## src/rtl/deserializer.sv

```systemverilog
// Serial-to-parallel converter: collects qualified serial bits into a DATA_W-bit
// word and presents each completed word with a single-cycle valid pulse.
// Bit order is fixed at elaboration by MSB_FIRST. Gaps between bits are tolerated.
module deserializer #(
  parameter int unsigned DATA_W    = 16,
  parameter bit          MSB_FIRST = 1'b1
) (
  input  logic              clk_i,
  input  logic              srst_i,
  input  logic              data_i,
  input  logic              data_val_i,
  output logic [DATA_W-1:0] deser_data_o,
  output logic              deser_data_val_o
);

  localparam int unsigned CNT_W = $clog2(DATA_W);
  localparam logic [CNT_W-1:0] CntMax = CNT_W'(DATA_W - 1);

  logic [CNT_W-1:0]  r_cnt;
  logic [DATA_W-1:0] r_shreg;
  logic [DATA_W-1:0] r_data;
  logic              r_val;

  logic [CNT_W-1:0]  w_cnt_next;
  logic [DATA_W-1:0] w_shreg_next;
  logic              w_word_done;

  // Next-state shift value and bit counter for an accepted bit.
  always_comb begin
    w_shreg_next = r_shreg;
    w_cnt_next   = r_cnt;
    w_word_done  = 1'b0;
    if (data_val_i) begin
      if (MSB_FIRST) begin
        w_shreg_next = {r_shreg[DATA_W-2:0], data_i};
      end else begin
        w_shreg_next = {data_i, r_shreg[DATA_W-1:1]};
      end
      if (r_cnt == CntMax) begin
        w_cnt_next  = '0;
        w_word_done = 1'b1;
      end else begin
        w_cnt_next = r_cnt + CNT_W'(1);
      end
    end
  end

  // Shift register and counter; reset discards any partial word.
  always_ff @(posedge clk_i) begin
    if (srst_i) begin
      r_cnt   <= '0;
      r_shreg <= '0;
    end else begin
      r_cnt   <= w_cnt_next;
      r_shreg <= w_shreg_next;
    end
  end

  // Output word and pulse; the word is taken from the next-state shift value so
  // that the completing bit is included.
  always_ff @(posedge clk_i) begin
    if (srst_i) begin
      r_data <= '0;
      r_val  <= 1'b0;
    end else begin
      r_val <= w_word_done;
      if (w_word_done) begin
        r_data <= w_shreg_next;
      end
    end
  end

  assign deser_data_o     = r_data;
  assign deser_data_val_o = r_val;

endmodule

```

## config.mk

```make
export PLATFORM = sky130hd
export DESIGN_NAME = deserializer
export DESIGN_NICKNAME = d
export VERILOG_FILES = /design/src/rtl/deserializer.sv
export SDC_FILE = /design/constraint.sdc
export NUM_CORES = 1
export LEC_CHECK = 0
export ABC_AREA = 1
export CORE_ASPECT_RATIO = 0.7
export CORE_MARGIN = 2
export CORE_UTILIZATION = 30
export DETAILED_ROUTE_END_ITERATION = 12
export PLACE_DENSITY = 0.49
export SYNTH_ARGS = -nofsm -noshare
export SYNTH_HDL_FRONTEND = slang
export SYNTH_SLANG_ARGS = --single-unit
```

## constraint.sdc

```tcl
create_clock -name clk_i -period 1.8 [get_ports clk_i]
set_input_delay 0.27 -clock clk_i [delete_from_list [all_inputs] [get_ports clk_i]]
set_output_delay 0.27 -clock clk_i [all_outputs]
set_load 0.05 [all_outputs]
```

== Word-level counts from Yosys, hierarchy flattened ==
Index checks and enable logic that the tools add are counted.
Storage, ports and cells
  bits in registers: 37
  input port bits: 4
  output and inout port bits: 17
  logic and storage cells: 10
Cells by class
  add/sub/neg operators: 1
  equality and inequality tests: 1
  mux-type cells: 4
Operators by type and width (number)
  2-to-1 mux 16 bit: 1
  adder 4 x 1 -> 4 bit, second input constant: 1
  == test 4 bit, second input constant: 1
  2-to-1 mux 4 bit: 1
  2-to-1 mux 1 bit: 2

== Logic depth before layout (Yosys ltp) ==
  depth in word-level cells: 3
  depth in mapped cells: 6
  depth with buffers taken out: 6

== Worst setup path before layout ==
OpenSTA, ideal clock, no wires.
  path type: flip-flop to flip-flop
  start: register r_cnt[0]
  end: register r_data[10], in the netlist deser_data_o[10]
  library setup time: 0.117 ns
  arrival time: 1.041 ns
  data required time: 1.683 ns
  path slack: 0.642 ns
  stages on the path, launching flop included: 6
  path buffers: 1
  clock period less this slack: 1.158 ns
  cells stage by stage: dfxtp_1 > ha_1 > nand2_2 > o21ai_4 > buf_6 > a21oi_2
Between the ends
  longest elaborated chain between the ends: 3
RTL lines
  from (decl): line 19  | logic [CNT_W-1:0] r_cnt;
  from (signal assigned): line 54  | r_cnt <= w_cnt_next;
  == test 4 bit: line 39  | if (r_cnt == CntMax) begin
  2-to-1 mux 1 bit: line 39
  2-to-1 mux 1 bit: line 33  | if (data_val_i) begin
  to (signal assigned): line 68  | r_data <= w_shreg_next;
  to (decl): line 21  | logic [DATA_W-1:0] r_data;
Every way passes these cells.
A chain may end at the register's enable or synchronous reset.

== Final worst setup path ==
  start: register r_data[11], in the netlist deser_data_o[11]
  end: output deser_data_o[11]
RTL lines
  to (decl): line 12  | output logic [DATA_W-1:0] deser_data_o,
No word-level cell between the ends.

==> flow_summary.ini <==
[cts]
cts.clk_slew.worst_paths_ns = 0.07
cts_tree = yes
numCtsBuffers = 5
cts_hold_buf = 0
clock_latency_ns = 0.28
cts_sinks = 37
htree_levels = 2
clock_path_buffers = 2
postCtsSetupRepairBufs = 0
cts-resized-gates = 0
cts_root_buffer = clkbuf_8

[pwr]
total_power_mw = 1.55
leakagePower_nw = 0.820
peakVddDrop_mv = 0.287
cellPowerDensity_nw_per_um2 = 877

[detailed_routing]
antenna_left = 0
num_vias = 1067
drc_errors = 0
wl_per_cell_microns = 10.2
via_per_inst = 4.07
wl_microns = 2660
drt_first_pass_iters = 4
drt-initial-drc-count = 36

[synth]
synth_fa_ha_area_share_pct = 0.867
syn_inst = 183
ys_top_cells_by_area = dfxtp_1, nand2_1, inv_1
synth_cell_types = 17
synth_xor_area_share_pct = 0
synthMuxAreaShare_pct = 0
yosys.area.top_type_share_pct = 51.3
synth-simple-area-share_pct = 23.5
seq_area_frac_synth_pct = 51.3
synth_compound_area_share_pct = 10.7
synth_warnings = 0
ys_seq_elements = 37
synth_nets = 188
synth_top_family_by_area = simple AND/OR/NAND/NOR gates
synth_top_area_cell = dfxtp_1
synth.avg_cell_area_sq_um = 7.88
netlist_area_sq_um = 1440

[layout]
final_nets = 210
num_antenna_cells = 0
utilization_pct = 37.5
final_cell_area_sq_um = 1760
drive_gt1_share_pct = 12.2
area_growth_pct = 22.3

[worst_setup_path]
required_ns = 1.53
rr_worst_depth = 4
crit_path_end_kind = output port
start_kind = flip-flop
path_cells = clkdlybuf4s50_1
crit_family = buffers and inverters
worstPathMaxFanout = 2
slowest_stage = clkdlybuf4s50_1
path_buf_inv = 1
worst-endpoint-arrival_ns = 1.42
crit_cells = 1
worst-setup-path-type = reg2out
critPathMaxStageDelay_ns = 0.80

[floorplanning]
core_sq_um = 4700
start_util_pct = 30.7
ios = 21
rows = 21
fp.dieH_microns = 62.0
dieArea_sq_um = 5390
die_width_microns = 86.9

[grt]
grt_max_degree = 21
grtUsageTotal_pct = 10.6
grt_pass1_wl_microns = 4240
grt_overflow = 0
antenna_found_initial = 0
grt_pass1_vias = 920

[sta]
max_freq_mhz = 591
period_share_pct = 94.0
min_period_ns = 1.69
maxSlewHeadroom_pct = 57.3
setup_tns_ns = 0
rsz0062_at_grt = false
setup_viol = 0
drv_slew = 0
max_slew.worst_pin.slew_ns = 0.639
clock_skew_ns = 0.00525
finalHoldViolCount = 0
setup_ws_ns = 0.108

[hold_path]
hold_depth = 2
hold_class = reg2reg

[placed_design]
io_buffers = 20
post-dp-hpwl_microns = 1790
dpl_worst_slack_ns = 0.118
gp_congestion = 0.721
place_area_sq_um = 1680

[run]
drv_cap = 0

[outcome]
status = completed
[flip-flops by register name (all words and copies together), names as in the netlist]
register / cells
deser_data_o: 16
deser_data_val_o: 1
r_cnt: 4
r_shreg: 16
[cells by family after synthesis]
group,count (synthesis)
adders and majority gates,1
buffers and inverters,43
DFF,37
AOI/OAI and AO/OA,21
and+or+nand+nor,81
[through the flow]
step | std cells | hold WS [ns]
final | 262 | 0.493
after global routing | 262 | 0.513
after detailed placement | 255 | 0.482
after global placement | 255 | 0.479
after floorplan | 183 | 0.349
after CTS | 262 | 0.495
[where the power goes]
part | switching, mW | total, mW | internal [mW] | leakage (nW)
clock network | 0.273 | 0.576 | 0.304 | 0.0443
logic | 0.0795 | 0.117 | 0.0376 | 0.474
registers | 0.00878 | 0.854 | 0.846 | 0.302
[synthesized netlist by cell type, drive strengths merged]
master	n
ha	1
o21ai	3
buf	7
nor3	1
dfxtp	37
nand3	17
a21oi	18
inv	36
nor2	24
nand2	39
[per-layer routing]
metal | up-vias | part of all wire, % | global-route usage, %
li1 | 593 | - | -
met4 | 0 | 0.53 | 4.02
met2 | 11 | 41 | 15.0
met1 | 461 | 55 | 14.6
met5 | - | 0 | 0
met3 | 2 | 3.4 | 3.96
[final timing paths]
path	endpoint	start	slack [ns]
hold reg to reg	deser_data_o[3]$_SDFFE_PP0P_	deser_data_o[3]$_SDFFE_PP0P_	0.49
hold / removal	deser_data_o[3]$_SDFFE_PP0P_	deser_data_o[3]$_SDFFE_PP0P_	0.49
setup / recovery	deser_data_o[11]	deser_data_o[11]$_SDFFE_PP0P_	0.11
setup reg to reg	deser_data_o[4]$_SDFFE_PP0P_	r_cnt[0]$_SDFFE_PP0P_	0.31
[final cells by class]
class                      instances  area [sq um]
fill                             486          2940
timing repair buffer              22           225
tap                               57          71.3
multi-input combinational        103           505
inverter                          36           135
clock buffer                       7          86.3
sequential                        37           741
[cells in the final DEF, fill, tap and decap left out, drive strengths merged]
| master | count |
|---|---|
| nand2 | 39 |
| dfxtp | 37 |
| inv | 36 |
| nor2 | 24 |
| clkdlybuf4s50 | 19 |
| a21oi | 18 |
| nand3 | 17 |
| clkbuf | 7 |
| o21ai | 3 |
| buf | 3 |
| nor3 | 1 |
| ha | 1 |
Power figures use the tool's default switching activity.
